<file path="src/rtl/axis_pkt_pkg.sv">
// Shared types and constants for the AXI-Stream packet master.
// State encoding, pattern mode codes and the default LFSR taps.
package axis_pkt_pkg;

  typedef enum logic [1:0] {
    S_IDLE = 2'd0,
    S_SEND = 2'd1,
    S_GAP  = 2'd2
  } state_e;

  localparam logic [1:0] MODE_INC   = 2'b00;
  localparam logic [1:0] MODE_CONST = 2'b01;
  localparam logic [1:0] MODE_LFSR  = 2'b10;
  localparam logic [1:0] MODE_WALK1 = 2'b11;

  localparam logic [7:0] LFSR_TAPS_DEF = 8'hB8;

endpackage

</file>
<file path="src/rtl/axis_pattern_gen.sv">
// Beat data generator for the packet master.
// Loads at run start, advances on each handshake only.
module axis_pattern_gen
  import axis_pkt_pkg::*;
#(
  parameter int DATA_WIDTH = 8,
  parameter logic [DATA_WIDTH-1:0] LFSR_TAPS =
    DATA_WIDTH'(LFSR_TAPS_DEF)
) (
  input  logic                  clk,
  input  logic                  rst,
  input  logic [1:0]            mode,
  input  logic [DATA_WIDTH-1:0] seed,
  input  logic                  load,
  input  logic                  step,
  input  logic                  last,
  output logic [DATA_WIDTH-1:0] data
);

  localparam logic [DATA_WIDTH-1:0] ONE =
    {{(DATA_WIDTH-1){1'b0}}, 1'b1};

  logic [1:0]            mode_q;
  logic [DATA_WIDTH-1:0] seed_q;
  logic [DATA_WIDTH-1:0] data_q;
  logic [DATA_WIDTH-1:0] data_d;

  function automatic logic [DATA_WIDTH-1:0] lfsr_next(
    input logic [DATA_WIDTH-1:0] s
  );
    lfsr_next = (s >> 1) ^ (s[0] ? LFSR_TAPS : '0);
  endfunction

  // Next pattern word: run-start load, or per-handshake step.
  // INC and WALK1 restart after a tlast beat; LFSR free-runs.
  always_comb begin
    data_d = data_q;
    if (load) begin
      unique case (mode)
        MODE_INC:   data_d = seed;
        MODE_CONST: data_d = seed;
        MODE_LFSR:  data_d = (seed == '0) ? ONE : seed;
        MODE_WALK1: data_d = ONE;
      endcase
    end else if (step) begin
      unique case (mode_q)
        MODE_INC:   data_d = last ? seed_q : data_q + ONE;
        MODE_CONST: data_d = seed_q;
        MODE_LFSR:  data_d = lfsr_next(data_q);
        MODE_WALK1: data_d = last ? ONE :
          {data_q[DATA_WIDTH-2:0], data_q[DATA_WIDTH-1]};
      endcase
    end
  end

  // Pattern state and the mode/seed captured for this run.
  always_ff @(posedge clk or posedge rst) begin
    if (rst) begin
      mode_q <= MODE_INC;
      seed_q <= '0;
      data_q <= '0;
    end else begin
      if (load) begin
        mode_q <= mode;
        seed_q <= seed;
      end
      data_q <= data_d;
    end
  end

  assign data = data_q;

endmodule

</file>
<file path="src/rtl/axis_pkt_master.sv">
// Configurable AXI-Stream packet source with gap and abort.
// FSM, beat/packet/gap counters and the stream handshake.
module axis_pkt_master
  import axis_pkt_pkg::*;
#(
  parameter int DATA_WIDTH = 8,
  parameter int LEN_WIDTH  = 8,
  parameter int PKT_WIDTH  = 4,
  parameter int GAP_WIDTH  = 4,
  parameter logic [DATA_WIDTH-1:0] LFSR_TAPS =
    DATA_WIDTH'(LFSR_TAPS_DEF)
) (
  input  logic                  clk,
  input  logic                  rst,
  input  logic                  en,
  input  logic                  abort,
  input  logic [LEN_WIDTH-1:0]  cfg_len,
  input  logic [PKT_WIDTH-1:0]  cfg_pkts,
  input  logic [GAP_WIDTH-1:0]  cfg_gap,
  input  logic [1:0]            cfg_mode,
  input  logic [DATA_WIDTH-1:0] cfg_seed,
  output logic [DATA_WIDTH-1:0] m_data,
  output logic                  m_valid,
  output logic                  m_tlast,
  input  logic                  m_ready,
  output logic                  busy,
  output logic                  done
);

  state_e               state_q, state_d;
  logic [LEN_WIDTH-1:0] len_q;
  logic [PKT_WIDTH-1:0] pkts_q;
  logic [GAP_WIDTH-1:0] gap_q;
  logic [LEN_WIDTH-1:0] beat_q, beat_d;
  logic [PKT_WIDTH-1:0] pkt_q, pkt_d;
  logic [GAP_WIDTH-1:0] gcnt_q, gcnt_d;
  logic                 abort_q, abort_d;
  logic                 done_q, done_d;

  logic                  start;
  logic                  hs;
  logic                  abort_seen;
  logic [DATA_WIDTH-1:0] gen_data;

  assign start      = (state_q == S_IDLE) && en;
  assign m_valid    = (state_q == S_SEND);
  assign m_tlast    = m_valid && (beat_q == len_q);
  assign hs         = m_valid && m_ready;
  assign abort_seen = abort_q || abort;
  assign m_data     = m_valid ? gen_data : '0;
  assign busy       = (state_q != S_IDLE);
  assign done       = done_q;

  // Run sequencing: packets, inter-packet gaps, sticky abort.
  always_comb begin
    state_d = state_q;
    beat_d  = beat_q;
    pkt_d   = pkt_q;
    gcnt_d  = gcnt_q;
    abort_d = abort_q;
    done_d  = 1'b0;
    unique case (state_q)
      S_IDLE: begin
        abort_d = 1'b0;
        if (en) begin
          state_d = S_SEND;
          beat_d  = '0;
          pkt_d   = '0;
        end
      end
      S_SEND: begin
        abort_d = abort_seen;
        if (hs) begin
          if (m_tlast) begin
            beat_d = '0;
            if (pkt_q == pkts_q || abort_seen) begin
              state_d = S_IDLE;
              done_d  = 1'b1;
            end else begin
              pkt_d  = pkt_q + PKT_WIDTH'(1);
              gcnt_d = '0;
              if (gap_q != '0) state_d = S_GAP;
            end
          end else begin
            beat_d = beat_q + LEN_WIDTH'(1);
          end
        end
      end
      S_GAP: begin
        abort_d = abort_seen;
        if (abort_seen) begin
          state_d = S_IDLE;
          done_d  = 1'b1;
        end else if (gcnt_q == gap_q - GAP_WIDTH'(1)) begin
          state_d = S_SEND;
        end else begin
          gcnt_d = gcnt_q + GAP_WIDTH'(1);
        end
      end
      default: state_d = S_IDLE;
    endcase
  end

  // State, counters and the config latched at run start.
  always_ff @(posedge clk or posedge rst) begin
    if (rst) begin
      state_q <= S_IDLE;
      len_q   <= '0;
      pkts_q  <= '0;
      gap_q   <= '0;
      beat_q  <= '0;
      pkt_q   <= '0;
      gcnt_q  <= '0;
      abort_q <= 1'b0;
      done_q  <= 1'b0;
    end else begin
      if (start) begin
        len_q  <= cfg_len;
        pkts_q <= cfg_pkts;
        gap_q  <= cfg_gap;
      end
      state_q <= state_d;
      beat_q  <= beat_d;
      pkt_q   <= pkt_d;
      gcnt_q  <= gcnt_d;
      abort_q <= abort_d;
      done_q  <= done_d;
    end
  end

  axis_pattern_gen #(
    .DATA_WIDTH (DATA_WIDTH),
    .LFSR_TAPS  (LFSR_TAPS)
  ) u_gen (
    .clk  (clk),
    .rst  (rst),
    .mode (cfg_mode),
    .seed (cfg_seed),
    .load (start),
    .step (hs),
    .last (m_tlast),
    .data (gen_data)
  );

endmodule

</file>
<file path="config.mk">
export PLATFORM = sky130hd
export DESIGN_NAME = axis_pkt_master
export DESIGN_NICKNAME = d
export VERILOG_FILES = /design/src/rtl/axis_pkt_pkg.sv /design/src/rtl/axis_pattern_gen.sv /design/src/rtl/axis_pkt_master.sv
export SDC_FILE = /design/constraint.sdc
export NUM_CORES = 1
export LEC_CHECK = 0
export BUFFER_PORTS_ARGS = -buffer_cell sky130_fd_sc_hd__buf_2
export CORE_UTILIZATION = 50
export CTS_CLUSTER_DIAMETER = 200
export DETAILED_ROUTE_END_ITERATION = 8
export HOLD_SLACK_MARGIN = 0.15
export PLACE_DENSITY_LB_ADDON = 0.25
export SETUP_SLACK_MARGIN = 0.15
export SYNTH_ARGS = -nofsm -noshare
export SYNTH_HDL_FRONTEND = slang
export SYNTH_HIERARCHICAL = 1
export SYNTH_SLANG_ARGS = --single-unit
</file>
<file path="constraint.sdc">
create_clock -name clk -period 3.2 [get_ports clk]
set_input_delay 0.64 -clock clk [delete_from_list [all_inputs] [get_ports clk]]
set_output_delay 0.64 -clock clk [all_outputs]
set_load 0.1 [all_outputs]
</file>
==> flow_summary.yaml <==
floorplan:
  dieArea_um2: 7260
  io_pins: 43
  die_h_um: 85.2
  rows: 29
  core_area_um2: 6530
  die_x_um: 85.2
  initial_utilization_pct: 53.0
timing:
  fmax_mhz: 348
  rsz0062_at_grt: "false"
  skew_ns: 0.00969
  setup_violations: 0
  fin_crit_sh_pct: 89.9
  slew_headroom_pct: 52.6
  holdWs_ns: 0.227
  min_period_ns: 2.88
  hold_violations: 0
  tns_ns: 0
  final_max_slew_viol_count: 0
  tightest_slew_ns: 0.711
power:
  power_mw: 4.02
  p_comb_share_pct: 56.5
  p_seq_share_pct: 34.3
  p_leak_nw: 1.69
  p_int_mw: 2.01
  clockPowerShare_pct: 9.2
  sw_frac_of_total_pct: 50.1
  p_switching_mw: 2.01
  peakVddDrop_uv: 507
  p_per_area_nw_per_um2: 1050
clocking:
  cts_tree: "yes"
  holdBufCountCts: 0
  cts_inserted_buffers: 5
  cts_root_buf: "clkbuf_8"
  clockBufferDepth: 2
  insertion_delay_ns: 0.30
  cts_setup_buffers: 0
  cts-resized-gates: 0
  htreeDepth: 2
  cts.reportedPaths.clkPinSlew_ns: 0.10
  clock-sinks: 54
logic_synthesis:
  synthFlopType: "dfrtp_1"
  yosysTopAreaCell: "dfrtp_1"
  yosys.area.top_type_share_pct: 39.0
  synth_seq_area_share_pct: 39.0
  synthArstFlopShare_pct: 100
  synth.avg_cell_area_um2: 10.0
  synthDistinctLibCells: 68
  syn_area_um2: 3460
  synth_fp_nets: 386
  synth_edf_count: 0
  synth_commonest_cells: "dfrtp_1 (54), mux2_2 (21), nand2_1 (19), nor2_1 (17), xor2_1 (17)"
  syn_inst: 345
  synth_area_leaders: "dfrtp_1 (39%), mux2_2 (6.8%), xor2_1 (4.3%)"
  synthMostInstantiatedCell: "dfrtp_1"
  yosys_warnings: 6
  ys_ff_latch: 54
routing:
  drc_errors: 0
  wire_per_inst_um: 16.5
  vias: 2756
  drt-initial-drc-count: 169
  wirelength_um: 7640
  first_pass_iters: 5
  ant_nets: 0
  vias_per_cell: 5.97
place:
  portBuffers: 42
  dp_hpwl_um: 5720
  placed_cells: 455
  place_congestion: 0.803
finish:
  diodes: 0
  stdcell_count: 462
  area_growth_pct: 10.6
  nNetsFinal: 426
  drive_gt1_share_pct: 24.9
  fin_util_pct: 58.6
  nFillCells: 593
global_routing:
  grt_pass1_wl_um: 13200
  grt_max_degree: 33
  grt_pass1_vias: 2752
  overflow: 0
  grt_usage_pct: 23.1
  antenna_found_initial: 0
critical_path:
  worst-path-max-fanout: 6
  crit_path_end_kind: "output pin"
  cp.required_ns: 2.56
  critPathLaunchType: "register"
  crit_arrival_ns: 2.24
  worstSetupPathType: "reg2out"
outcome:
  status: "finished clean"
job:
  drv_cap: 0
min_path:
  hp-class: "in2async"
[cell families after synthesis]
group                    Yosys count  synth area share (%)
XOR/XNOR                          26                  7.01
flip-flops                        54                  39.0
multiplexers                      31                  9.98
AO/OA/AOI/OAI                     75                  15.7
adder cells (fa/ha/maj)           10                  3.62
buffers and inverters             27                  3.94
AND/OR/NAND/NOR                  122                  20.7
[layout make-up]
cell class / count / area, µm² / area share (%)
clock buffers: 6 / 72.6 / 1.90
clock inverters: 1 / 7.51 / 0.196
inverters: 11 / 41.3 / 1.08
multi-input cells: 264 / 2000 / 52.2
flip-flops and latches: 54 / 1350 / 35.3
well taps: 77 / 96.3 / 2.52
repair buffers: 49 / 263 / 6.86
[power by group through the flow]
| stage | combinational (mW) | sequential, mW | clock [mW] |
|---|---|---|---|
| after floorplan | 2.01 | 1.20 | 0 |
| after global placement | 2.21 | 1.37 | 0 |
| after detailed placement | 2.27 | 1.39 | 0 |
| after CTS | 2.27 | 1.37 | 0.381 |
| after global routing | 2.48 | 1.43 | 0.413 |
| final | 2.27 | 1.38 | 0.369 |
[per-layer routing]
layer  share of wire, %  track usage (%)
met1                 44             30.6
met2                 49             38.3
met3                5.6             4.38
met4                1.0             7.55
met5                  0                0
[sequential cells by signal, indices dropped and copies added, names as in the netlist]
| name | count |
|---|---|
| gcnt_q | 4 |
| len_q | 8 |
| pkts_q | 4 |
| done | 1 |
| abort_q | 1 |
| u_gen/mode_q | 2 |
| state_q | 2 |
| pkt_q | 4 |
| u_gen/seed_q | 8 |
| beat_q | 8 |
| u_gen/data | 8 |
| gap_q | 4 |
[placed cells by master, fill, tap and decap left out, types with 3 or more instances in the layout]
cell type  count
xor2_1        17
o211ai_1       5
nor2b_1        7
nor3_1         8
a21oi_1        4
nand2b_1       6
o21ai_0       13
buf_2         42
or3_1          3
clkbuf_8       5
mux2_2        21
mux2_1         7
nand3b_1       5
nand3_1       16
inv_1         10
xnor2_1        8
o21a_1         3
or2_2          3
o21ai_1       11
and2_1        10
nor4_1         5
mux2i_1        3
nor2_1        17
o2bb2ai_1      3
a21o_1         3
dfrtp_1       54
ha_1           9
a22o_1         5
nand4_1        5
a31oi_1        4
buf_4          7
nand2_1       19
[worst max-delay path: stages, from the launching register on]
cell and delay, ns:
dfrtp_1 0.45, xor2_1 0.20, or4_4 0.60, nor3_4 0.22
buf_2 0.46
[final timing paths]
check                           depth (start not counted)         endpoint       startpoint  slack, ns
worst max-delay path                                    4          m_tlast        beat_q[2]       0.32
worst max register to register                          8    u_gen/data[5]        beat_q[2]       0.63
worst min register to register                          1  u_gen/seed_q[2]  u_gen/seed_q[2]       0.49
max in group asynchronous                               2    u_gen/data[7]              rst       2.30
min in group clk                                        1  u_gen/seed_q[2]  u_gen/seed_q[2]       0.49
worst min-delay path                                    2         gap_q[1]              rst       0.23
[stage by stage]
step	worst slack (ns)	area [µm²]
after floorplan	0.198	3480
after global placement	0.677	3750
after detailed placement	0.654	3750
after CTS	0.314	3830
after global routing	0.239	3830
final	0.322	3830
(Power assumes the default switching activity.)
